**src/rtl/pulse_cfg_sequencer.sv**
```systemverilog
// pulse_cfg_sequencer
// Buffers host pulse-width commands in a small FIFO and applies them one at a
// time to a bank of pulse extenders over a set/value/ack handshake. A shadow
// copy of every channel's programmed width is kept for readback.
// Optional build macro PULSE_CFG_TIMEOUT_EN adds a WAIT-state ack timeout with
// a sticky error flag. Without it, WAIT waits indefinitely and out_error is 0.
module pulse_cfg_sequencer #(
    parameter int CHANNELS   = 4,
    parameter int WIDTH      = 8,
    parameter int FIFO_DEPTH = 4,
    parameter int TIMEOUT    = 15
) (
    input  logic                        in_clock,
    input  logic                        in_reset,
    input  logic                        in_cmd_valid,
    input  logic [$clog2(CHANNELS)-1:0] in_cmd_channel,
    input  logic [WIDTH-1:0]            in_cmd_value,
    output logic                        out_cmd_ready,
    output logic [CHANNELS-1:0]         out_set,
    output logic [WIDTH-1:0]            out_value,
    input  logic [CHANNELS-1:0]         in_ack,
    output logic                        out_busy,
    output logic                        out_done,
    output logic                        out_error,
    input  logic [$clog2(CHANNELS)-1:0] in_rb_channel,
    output logic [WIDTH-1:0]            out_rb_value
);
    localparam int CH_W = $clog2(CHANNELS);
    localparam int AW   = $clog2(FIFO_DEPTH);

    typedef enum logic [1:0] {S_IDLE, S_ISSUE, S_WAIT} state_t;

    // A zero width would give no pulse at all, so the smallest legal width is used.
    function automatic logic [WIDTH-1:0] clamp_width(input logic [WIDTH-1:0] v);
        return (v == '0) ? WIDTH'(1) : v;
    endfunction

    function automatic logic ch_in_range(input logic [CH_W-1:0] ch);
        return 32'(ch) < 32'(CHANNELS);
    endfunction

    function automatic logic [CHANNELS-1:0] ch_onehot(input logic [CH_W-1:0] ch);
        logic [CHANNELS-1:0] m;
        m = '0;
        for (int i = 0; i < CHANNELS; i++) m[i] = (ch == CH_W'(i));
        return m;
    endfunction

    logic [CH_W-1:0]     fifo_ch  [FIFO_DEPTH];
    logic [WIDTH-1:0]    fifo_val [FIFO_DEPTH];
    logic [AW:0]         wr_ptr, rd_ptr;
    logic                fifo_empty, fifo_full, push_wr, pop;
    logic [CH_W-1:0]     head_ch;
    logic [WIDTH-1:0]    head_val;
    state_t              state, state_nxt;
    logic [CHANNELS-1:0] act_mask;
    logic                ack_hit, timeout_hit, shadow_we;
    logic [WIDTH-1:0]    shadow [CHANNELS];

    // Ready depends only on fullness, so a same-cycle pop never reopens a full FIFO.
    assign fifo_empty    = (wr_ptr == rd_ptr);
    assign fifo_full     = (wr_ptr[AW] != rd_ptr[AW]) && (wr_ptr[AW-1:0] == rd_ptr[AW-1:0]);
    assign out_cmd_ready = !fifo_full;
    // Out-of-range channels are handshaken but never stored.
    assign push_wr       = in_cmd_valid && !fifo_full && ch_in_range(in_cmd_channel);
    assign head_ch       = fifo_ch[rd_ptr[AW-1:0]];
    assign head_val      = fifo_val[rd_ptr[AW-1:0]];
    assign ack_hit       = |(in_ack & act_mask);

    // FIFO pointer update
    always_ff @(posedge in_clock) begin
        if (in_reset) begin
            wr_ptr <= '0;
            rd_ptr <= '0;
        end else begin
            if (push_wr) wr_ptr <= wr_ptr + 1'b1;
            if (pop)     rd_ptr <= rd_ptr + 1'b1;
        end
    end

    // FIFO storage write, value clamped on the way in
    always_ff @(posedge in_clock) begin
        if (push_wr) begin
            fifo_ch[wr_ptr[AW-1:0]]  <= in_cmd_channel;
            fifo_val[wr_ptr[AW-1:0]] <= clamp_width(in_cmd_value);
        end
    end

    // FSM state register
    always_ff @(posedge in_clock) begin
        if (in_reset) state <= S_IDLE;
        else          state <= state_nxt;
    end

    // FSM next-state logic
    always_comb begin
        state_nxt = state;
        case (state)
            S_IDLE:  if (!fifo_empty) state_nxt = S_ISSUE;
            S_ISSUE: state_nxt = S_WAIT;
            S_WAIT:  if (ack_hit || timeout_hit) state_nxt = S_IDLE;
            default: state_nxt = S_IDLE;
        endcase
    end

    // FSM decoded controls
    always_comb begin
        pop       = (state == S_IDLE) && !fifo_empty;
        shadow_we = (state == S_WAIT) && ack_hit;
        out_busy  = !fifo_empty || (state != S_IDLE);
    end

    // Registered handshake outputs; set lasts exactly the ISSUE cycle
    always_ff @(posedge in_clock) begin
        if (in_reset) begin
            out_set   <= '0;
            out_value <= '0;
            out_done  <= 1'b0;
        end else begin
            out_set  <= pop ? ch_onehot(head_ch) : '0;
            out_done <= shadow_we;
            if (pop) out_value <= head_val;
        end
    end

    // Channel being served, used to filter acks from the other extenders
    always_ff @(posedge in_clock) begin
        if (pop) act_mask <= ch_onehot(head_ch);
    end

    // Shadow widths start at 1 to match the extender reset width
    always_ff @(posedge in_clock) begin
        for (int i = 0; i < CHANNELS; i++) begin
            if (in_reset)                         shadow[i] <= WIDTH'(1);
            else if (shadow_we && act_mask[i])    shadow[i] <= out_value;
        end
    end

    // Readback mux, zero for indices without a channel
    always_comb begin
        out_rb_value = '0;
        for (int i = 0; i < CHANNELS; i++) begin
            if (in_rb_channel == CH_W'(i)) out_rb_value = shadow[i];
        end
    end

`ifdef PULSE_CFG_TIMEOUT_EN
    localparam int TO_W = $clog2(TIMEOUT + 1);
    logic [TO_W-1:0] wait_cnt;

    // Fires on the TIMEOUT-th WAIT cycle without an ack
    assign timeout_hit = (state == S_WAIT) && !ack_hit && (wait_cnt == TO_W'(TIMEOUT - 1));

    // WAIT cycle counter, cleared while in ISSUE so it starts at 0 in WAIT
    always_ff @(posedge in_clock) begin
        if (state == S_ISSUE)     wait_cnt <= '0;
        else if (state == S_WAIT) wait_cnt <= wait_cnt + 1'b1;
    end

    // Sticky timeout flag
    always_ff @(posedge in_clock) begin
        if (in_reset)         out_error <= 1'b0;
        else if (timeout_hit) out_error <= 1'b1;
    end
`else
    // TIMEOUT only matters when the ack timeout is built.
    logic [31:0] unused_timeout;
    assign unused_timeout = 32'(TIMEOUT);
    assign timeout_hit    = 1'b0;
    assign out_error      = 1'b0;
`endif

endmodule

```
**config.mk**
```make
export PLATFORM = sky130hd
export DESIGN_NAME = pulse_cfg_sequencer
export DESIGN_NICKNAME = d
export VERILOG_FILES = /design/src/rtl/pulse_cfg_sequencer.sv
export SDC_FILE = /design/constraint.sdc
export NUM_CORES = 1
export LEC_CHECK = 0
export ABC_AREA = 1
export CORE_ASPECT_RATIO = 0.6
export CORE_MARGIN = 3
export CORE_UTILIZATION = 45
export CTS_CLUSTER_SIZE = 16
export DETAILED_ROUTE_END_ITERATION = 12
export PLACE_DENSITY = 0.66
export SLEW_MARGIN = 20
export SYNTH_ARGS = -nofsm -noshare
export SYNTH_HDL_FRONTEND = slang
export SYNTH_SLANG_ARGS = --single-unit
```
**constraint.sdc**
```tcl
create_clock -name in_clock -period 2.1 [get_ports in_clock]
set_clock_uncertainty 0.05 [all_clocks]
set_input_delay 0.21 -clock in_clock [delete_from_list [all_inputs] [get_ports in_clock]]
set_output_delay 0.21 -clock in_clock [all_outputs]
set_load 0.03 [all_outputs]
```
Yosys cells after proc, flatten, opt, wreduce, memory -nomap -nowiden. Memories as Yosys holds them, arrays and structs flattened. A register that Yosys moved wholly into a read port is not among the register bits. Index checks and enable logic that the tools add are counted.

Input bits: 19. Memories kept: 3. RAM bits: 72. Register bits after elaboration: 17. Output and inout bits: 24. Word-level logic and storage cells: 79.

Add/subtract/negate cells: 2. Bitwise operators: 6. Reductions and logical operators: 19. Equality and inequality tests: 13. Muxes and demuxes: 30.

Memories: fifo_val (words 4, bits a word 8, read ports 1, clocked after Yosys merged registers in 1, write ports 1, line 50) `logic [WIDTH-1:0] fifo_val [FIFO_DEPTH];`; shadow (words 4, bits a word 8, read ports 4, clocked after Yosys merged registers in 0, write ports 4, line 58) `logic [WIDTH-1:0] shadow [CHANNELS];`; fifo_ch (words 4, bits a word 2, read ports 1, clocked after Yosys merged registers in 1, write ports 1, line 49) `logic [CH_W-1:0] fifo_ch [FIFO_DEPTH];`.

Operators by type and width (count): $mux W8 (9); $mux W1 (16); $eq A2 B2 Y1 const B (5); $logic_and A1 B1 Y1 (8); $logic_not A8 Y1 (1); $mux W2 (4); $add A3 B1 Y3 const B (2); $eq A2 B1 Y1 const B (3); $logic_not A2 Y1 (3); $pmux W2 S3 (1); $and A4 B4 Y4 (1); $ne A2 B2 Y1 const B (2); $or A1 B1 Y1 (4); $reduce_or A4 Y1 (1); $eq A3 B3 Y1 (1); $eq A2 B2 Y1 (1); $logic_not A1 Y1 (2); $reduce_and A2 Y1 (1); $reduce_bool A2 Y1 (1); $reduce_or A2 Y1 (1); $logic_or A1 B1 Y1 (1); $ne A1 B1 Y1 (1); $not A1 Y1 (1).

Logic depth before layout (Yosys ltp). Gate-level depths: netlist of the first run.

Word-level depth: 8. Gate-level depth with buffers: 9. Depth with buffers taken out: 8.

Worst setup path after synthesis of the first run. No wires, ideal clock.

Path type: reg-to-reg. Start point: register wr_ptr[0]. End point: memory fifo_ch[0][0] (netlist bit) (enable). Path slack: 0.251 ns. Setup time: 0.376 ns. Cell stages (with the launch flop): 7. Arrival: 1.423 ns. Buffers on the path: 0. Data required time: 1.674 ns. Clock period less this slack: 1.849 ns. Path through: dfxtp_1 > inv_1 > nand2_1 > nand2_2 > nand3_2 > nand2_2 > nor2_1.

Cells in the longest elaborated chain, start to end: 6.

RTL lines: start: declaration (line 51) `logic [AW:0] wr_ptr, rd_ptr;`; start signal: assignment (line 76) `if (push_wr) wr_ptr <= wr_ptr + 1'b1;`; $eq A2 B2 Y1 (line 62) `assign fifo_full = (wr_ptr[AW] != rd_ptr[AW]) && (wr_ptr[AW-1:0] == rd_ptr[AW-1:0]);`; $logic_and A1 B1 Y1 (line 62); $logic_not A1 Y1; named net out_cmd_ready (line 18) `output logic out_cmd_ready,`; $logic_and A1 B1 Y1 (line 65) `assign push_wr = in_cmd_valid && !fifo_full && ch_in_range(in_cmd_channel);`; $mux W1 (line 83) `if (push_wr) begin`; $mux W1 (not written as such) (line 84) `fifo_ch[wr_ptr[AW-1:0]] <= in_cmd_channel;`; end: declaration (line 49).

The timed path passes the listed nets, and every way through them passes these cells.

Final worst setup path of the first run.
Start point: register wr_ptr[1]. End point: memory fifo_val[3][2] (enable).

Cells in the longest elaborated chain, start to end: 6.

RTL lines: $eq A2 B2 Y1 (line 62); $logic_and A1 B1 Y1 (line 62); $logic_not A1 Y1 (line 65); $logic_and A1 B1 Y1 (line 65); $mux W1 (line 83); $mux W1 (not written as such) (line 85) `fifo_val[wr_ptr[AW-1:0]] <= clamp_width(in_cmd_value);`; end: declaration (line 50).

Several ways; a longest one is shown, not always the timed one.

==> results by group, run 1 <==
Detailed routing
  • DR pass1 iterations: 4
  • # DRC: 0
  • Via count: 2860
  • Wire per inst: 15.1 microns
  • 1st-iter DRT viols: 235
  • Vias/cell: 5.06
  • Post-route ant nets: 0
  • WL final: 8.55 mm

Yosys
  • Post-Synth Simple-Gate Area: 21.6%
  • Mapped Area: 4140 sq um
  • Yosys warnings: 0
  • Post-Synth Adder-Cell Area: 1.51%
  • Largest family of logic cells by synthesized area: simple AND/OR/NAND/NOR gates
  • Avg Inst Size Synth: 10.3 sq um
  • EDFF count, synth: 76
  • Mux contribution to synthesized area: 0%
  • Synth Area in Compound Gates: 4.69%
  • Sequential element share of the synthesized area: 66.3%
  • Number of library cell types mapped by synthesis: 32
  • Synthesized instance count: 400
  • Net count after synthesis: 424
  • Top_reg_cell synth: edfxtp_1
  • Post-synth ARST share: 0%
  • Xor/xnor cell area share of the yosys netlist: 0.423%
  • Post-synthesis register bit count: 99

CTS
  • H-tree levels: 3
  • Hold buffers post-CTS: 0
  • CTS root buffer: clkbuf_16
  • Clock transition at the registers of the reported paths: 70 ps
  • Clock Sinks: 99
  • Setup Buffers After CTS: 0
  • Worst-Skew Late Latency: 340 ps
  • CTS max path bufs: 2
  • Num CTS Buffers: 9
  • TritonCTS clock tree: yes
  • CTS resizes: 0

STA
  • Hold Fails Final Rpt: 0
  • Final setup vio count: 0
  • Top achievable clock speed: 531 MHz
  • Minimum clock period after layout: 1880 ps
  • Slew Limit Fails: 0
  • Hold Slack: 447 ps
  • Final period util: 89.6%
  • RSZ-0062 raised after global routing: false
  • Worst slew pin tran: 623 ps
  • Max-slew headroom: 58.3%
  • Total Neg Setup Slack: 0 ps

Place
  • IO buf count: 41
  • DP HPWL: 6.32 mm
  • Post-Place Cell Area: 4670 sq um
  • Global placer's final weighted congestion: 0.850

Worst setup path
  • CP delay by family, top: simple AND/OR/NAND/NOR gates
  • Crit end category: flip-flop
  • Crit start category: flip-flop
  • Max incr delay on CP: 450 ps
  • Critical Path AT: 1880 ps
  • CP Buf/Inv Count: 2
  • Critical path required time: 2100 ps
  • CP cell instances: inv_1, nand2_1, nand2_2, nand3_2, nand2_2, nor2_1, buf_4
  • Crit Path Class: reg2reg
  • Slowest-stage cell, CP: dfxtp_1
  • Cell mode on critical path: nand2_2
  • CP max FO: 8

Die
  • Core footprint: 8720 sq um
  • Die Y: 80.3 microns
  • Num ports: 43
  • Die width: 130 microns
  • Initial Util: 47.5%
  • Row cnt: 26
  • Full die area: 10400 sq um

Worst hold path
  • HP Class: reg2reg

Global routing
  • Vias in the first global route: 2796
  • First-pass GRT wire length: 13.8 mm
  • Gr usage total: 17.7%
  • Initial antenna violation count: 0
  • Overflow after GRT: 0
  • Largest net degree at the start of global routing: 20

Cells and area
  • Commonest cells after routing, fill and taps aside: nor2_1 (81), nand2_1 (80), edfxtp_1 (76)
  • Synth-to-layout area growth: 19.9%
  • Most common cell after layout, fill and taps aside: nor2_1
  • Diodes inserted: 0
  • Fraction of layout cells with a size suffix above 1: 12.8%
  • Cell area after layout: 4960 sq um
  • Final layout net count: 472

Flow run
  • Max-Cap Viols: 0

Power
  • Power Density: 1190 nW/um^2
  • VDD IR-drop max: 0.927 mV
  • Leak Pwr: 0.00195 uW

Outcome
  • Outcome: complete, no violations
-- routing by layer --
metal	track usage, %	wire, microns	up-vias
li1	-	-	1425
met1	24.0	4020	1338
met2	26.4	3660	89
met3	7.11	775	8
met4	5.19	95	0
met5	0	0	-
-- state kept, by name, summed over array words and instances, names as in the netlist, named ones only --
name	flops
act_mask	4
rd_ptr	3
out_done	1
out_value	8
fifo_val	32
shadow	32
wr_ptr	3
fifo_ch	8
state	2
out_set	4
-- cell families after synthesis --
family,after synthesis
simple gates,206
buf+inv,53
flops,99
fa+ha+maj,5
xor+xnor,2
other cells,1
compound gates,34
-- power by group --
part           total (uW)  switching, uW  internal (uW)
Sequential           2610            194           2420
Combinational        1710           1140            563
Clock                1590            729            860
Total                5910           2070           3840
-- cell type report --
type                            instances  area [sq um]
Timing Repair Buffer                   53           475
Clock buffer                           10           239
Tap cell                              112           140
Inverter                               37           139
Multi-Input combinational cell        248          1170
Clock inverter                          6          56.3
Sequential cell                        99          2740
Fill cell                             713          3760
-- stage by stage --
| stage | utilization, % | setup WS (ps) | std cells | total power [uW] |
|---|---|---|---|---|
| floorplan | - | 251 | 400 | 3800 |
| global placement | 53.5 | 272 | 549 | 4340 |
| detailed placement | 53.5 | 220 | 549 | 4360 |
| CTS | 56.9 | 232 | 565 | 5950 |
| global route | 56.9 | 50.1 | 565 | 6250 |
| finish | 56.9 | 218 | 565 | 5910 |
-- synth_stat cells, types with 2 or more instances --
cell type | n | area share [%]
o22ai_1 | 8 | 1.2
o21ai_0 | 17 | 2.1
nand4_1 | 9 | 1.4
buf_4 | 3 | 0.54
nand3b_1 | 2 | 0.36
nand2_1 | 80 | 7.3
nand2_2 | 9 | 1.4
edfxtp_1 | 76 | 55
o211ai_1 | 3 | 0.54
ha_1 | 5 | 1.5
inv_2 | 3 | 0.27
inv_1 | 33 | 3.0
clkbuf_1 | 9 | 0.82
nor2_1 | 81 | 7.3
nor2_2 | 3 | 0.45
xor2_1 | 2 | 0.42
a21oi_1 | 3 | 0.36
buf_2 | 3 | 0.36
nand3_1 | 16 | 1.9
dfxtp_1 | 23 | 11
-- worst register-to-register path, cell delays in order, from the launching register on --
cell and delay (ps):
dfxtp_1 450, inv_1 130, nand2_1 100, nand2_2 90, nand3_2 120, nand2_2 100
nor2_1 290, buf_4 260
-- worst paths after layout --
check,startpoint,endpoint,slack [ps],depth (start not counted)
min reg2reg,state[0],state[1],450,2
min,state[0],state[1],450,2
max,wr_ptr[1],fifo_val[3][2],220,7
max reg2reg,wr_ptr[1],fifo_val[3][2],220,7
Power figures use the tool's default switching activity.
==> run 2: changes to the inputs <==
--- a/config.mk
+++ b/config.mk
@@ -12,7 +12,6 @@
 export CTS_CLUSTER_SIZE = 16
 export DETAILED_ROUTE_END_ITERATION = 12
 export PLACE_DENSITY = 0.66
-export SLEW_MARGIN = 20
 export SYNTH_ARGS = -nofsm -noshare
 export SYNTH_HDL_FRONTEND = slang
 export SYNTH_SLANG_ARGS = --single-unit
==> results of run 2 <==
Same layout as run 1: the final DEF is identical, and so are final timing and power.
==> run 3: changes to the inputs <==
--- a/config.mk
+++ b/config.mk
@@ -11,7 +11,7 @@
 export CORE_UTILIZATION = 45
 export CTS_CLUSTER_SIZE = 16
 export DETAILED_ROUTE_END_ITERATION = 12
-export PLACE_DENSITY = 0.66
+export PLACE_DENSITY = 0.72
 export SYNTH_ARGS = -nofsm -noshare
 export SYNTH_HDL_FRONTEND = slang
 export SYNTH_SLANG_ARGS = --single-unit
==> run 3 against run 2 <==
Against the previous run:
- non-clock buffer count down 1
- maximum frequency up 3.7%
- global-route usage up 0.63 points
- sequential power about the same
- critical path type is now in2out
- utilization down 0.36 points
- cell area down 0.63%
- hold slack worse by 7.1 ps
- clock power down 6%
- sequential share of layout area up 0.35 points
- setup slack better by 66 ps
- die area unchanged
==> results by group, run 3 (synthesized netlist as in run 1, its figures left out) <==
Die
  • Full die area: 10400 sq um (unchanged)
  • Num ports: 43 (unchanged)
  • Die Y: 80.3 microns (unchanged)
  • Core footprint: 8720 sq um (unchanged)
  • Die width: 130 microns (unchanged)
  • Initial Util: 47.5% (unchanged)
  • Row cnt: 26 (unchanged)

Place
  • Global placer's final weighted congestion: 0.806 (was 0.850)
  • Cell Count Post-Placement: 548 (was 549)
  • DP HPWL: 6.40 mm (was 6.32 mm)
  • IO buf count: 41 (unchanged)

Global routing
  • GRT Max-Usage Layer: met1 (was met2)
  • Grt met1 use: 26.9% (was 24.0%)
  • GR met2 Demand/Resource: 25.2% (was 26.4%)
  • First-pass GRT wire length: 14.2 mm (was 13.8 mm)
  • Vias in the first global route: 2752 (was 2796)
  • Largest net degree at the start of global routing: 20 (unchanged)
  • Overflow after GRT: 0 (unchanged)
  • Initial antenna violation count: 0 (unchanged)
  • Gr usage total: 18.4% (was 17.7%)
  • Met3 Resource Use GR: 7.18% (was 7.11%)

Detailed routing
  • WL final: 8.67 mm (was 8.55 mm)
  • 1st-iter DRT viols: 238 (was 235)
  • Wire per inst: 15.4 microns (was 15.1 microns)
  • # DRC: 0 (unchanged)
  • Via count: 2886 (was 2860)
  • Vias/cell: 5.12 (was 5.06)
  • DR pass1 iterations: 5 (was 4)
  • Post-route ant nets: 0 (unchanged)

Worst setup path
  • Critical path required time: 1840 ps (was 2100 ps)
  • CP max FO: 8 (unchanged)
  • Reg2reg path depth: 6 (was 7)
  • Critical Path AT: 1560 ps (was 1880 ps)
  • Worst setup startpoint: in_rb_channel[1] (was wr_ptr[1])
  • Reg2reg end: shadow[2][0] (was fifo_val[3][2])
  • CP cell instances: clkdlybuf4s50_1, nor2_1, nand2_1, nand4_1, buf_4 (was inv_1, nand2_1, nand2_2, nand3_2, nand2_2, nor2_1, buf_4)
  • Crit end category: output port (was flip-flop)
  • Crit start category: primary input (was flip-flop)
  • Slowest-stage cell, CP: nor2_1 (was dfxtp_1)
  • R2R Setup Slk: 310 ps (was 220 ps)
  • Worst Setup EP: out_rb_value[2] (was fifo_val[3][2])
  • Worst r2r src: act_mask[3] (was wr_ptr[1])
  • Crit Path Class: in2out (was reg2reg)
  • Max incr delay on CP: 490 ps (was 450 ps)

Power
  • Reg power frac: 45.0% (was 44.2%)
  • Cell Int Power: 3780 uW (was 3840 uW)
  • Power Density: 1180 nW/um^2 (was 1190 nW/um^2)
  • Psw: 2030 uW (was 2070 uW)
  • Switch share: 34.9% (was 35.0%)
  • Clock power frac: 25.7% (was 26.9%)
  • Leak Pwr: 0.00193 uW (was 0.00195 uW)
  • VDD IR-drop max: 0.708 mV (was 0.927 mV)
  • Comb pwr share: 29.3% (was 28.9%)

CTS
  • CTS max path bufs: 2 (unchanged)
  • Setup Buffers After CTS: 0 (unchanged)
  • TritonCTS clock tree: yes (unchanged)
  • Hold buffers post-CTS: 0 (unchanged)
  • Clock Sinks: 99 (unchanged)
  • H-tree levels: 3 (unchanged)
  • CTS root buffer: clkbuf_16 (unchanged)
  • CTS resizes: 0 (unchanged)
  • Num CTS Buffers: 9 (unchanged)
  • Worst-Skew Late Latency: 350 ps (was 340 ps)
  • Clock transition at the registers of the reported paths: 60 ps (was 70 ps)

Cells and area
  • Most common cell after layout, fill and taps aside: nor2_1 (unchanged)
  • Commonest cells after routing, fill and taps aside: nor2_1 (81), nand2_1 (80), edfxtp_1 (76) (unchanged)
  • Fraction of layout cells with a size suffix above 1: 12.4% (was 12.8%)
  • Final layout net count: 471 (was 472)
  • Synth-to-layout area growth: 19.2% (was 19.9%)
  • Diodes inserted: 0 (unchanged)
  • Fin cells: 564 (was 565)

STA
  • Hold Fails Final Rpt: 0 (unchanged)
  • Slew Limit Fails: 0 (unchanged)
  • RSZ-0062 raised after global routing: false (unchanged)
  • Total Neg Setup Slack: 0 ps (unchanged)
  • Minimum clock period after layout: 1820 ps (was 1880 ps)
  • Top achievable clock speed: 551 MHz (was 531 MHz)
  • Max-slew headroom: 59.3% (was 58.3%)
  • Final setup vio count: 0 (unchanged)
  • Worst slew pin tran: 608 ps (was 623 ps)
  • Final period util: 86.5% (was 89.6%)

Worst hold path
  • HP Class: reg2reg (unchanged)

Flow run
  • Max-Cap Viols: 0 (unchanged)

Outcome
  • Outcome: complete, no violations (unchanged)
==> run 3: cell count changes in the layout (fill, tap and decap cells not counted) <==
| cell | before | now |
|---|---|---|
| clkinv_2 | 0 | 2 |
| inv_8 | 2 | 0 |
| buf_4 | 22 | 21 |
| clkbuf_1 | 0 | 1 |
| clkbuf_8 | 1 | 0 |
| clkinvlp_4 | 1 | 2 |
| inv_6 | 1 | 0 |
==> run 3: metrics by stage <==
stage | setup slack (ps) | hold WS [ps] | utilization [%] | instance area, sq um | power, uW
after detailed placement | 203 | 432 | 53.4 | 4660 | 4360
after global routing | 158 | 449 | 56.6 | 4930 | 6170
after floorplan | 251 | 222 | - | 4140 | 3800
after global placement | 259 | 431 | 53.4 | 4660 | 4330
final | 284 | 439 | 56.6 | 4930 | 5810
after CTS | 306 | 430 | 56.6 | 4930 | 5850
==> run 3: how the worst min path moves through the flow <==
| stage | startpoint | to | cells past startpoint |
|---|---|---|---|
| 2_1_floorplan | in_reset | rd_ptr[2] | 1 |
| 3_3_place_gp | state[0] | state[1] | 2 |
| 3_5_place_dp | state[0] | state[1] | 2 |
| 4_1_cts | in_cmd_channel[1] | fifo_ch[1][1] | 1 |
| 5_1_grt | in_cmd_channel[0] | fifo_ch[0][0] | 1 |
| 6_report | state[0] | state[1] | 2 |
==> run 3: layout make-up <==
type	instances	area, sq um
Clock buffer	10	229
Tap cell	112	140
Clock inverter	6	42.5
Sequential cell	99	2740
Multi-Input combinational cell	248	1170
Fill cell	731	3790
Inverter	37	139
Timing Repair Buffer	52	468
==> run 3: per-layer routing <==
layer | part of all wire, % | up-vias | routed length (microns)
met1 | 49 | 1355 | 4250
met4 | 1.1 | 0 | 97
li1 | - | 1414 | -
met2 | 41 | 105 | 3580
met3 | 8.6 | 12 | 743
met5 | 0 | - | 0
==> run 3: power groups by stage <==
stage	registers [uW]	clock network [uW]	logic [uW]
global placement	2660	0	1670
finish	2620	1490	1700
detailed placement	2660	0	1700
floorplan	2740	0	1070
global route	2650	1600	1910
CTS	2620	1520	1710
==> run 3: critical path, delay by kind of cell <==
family	cells	cell delay (ps)
simple gates	3	740
buf+inv	2	610
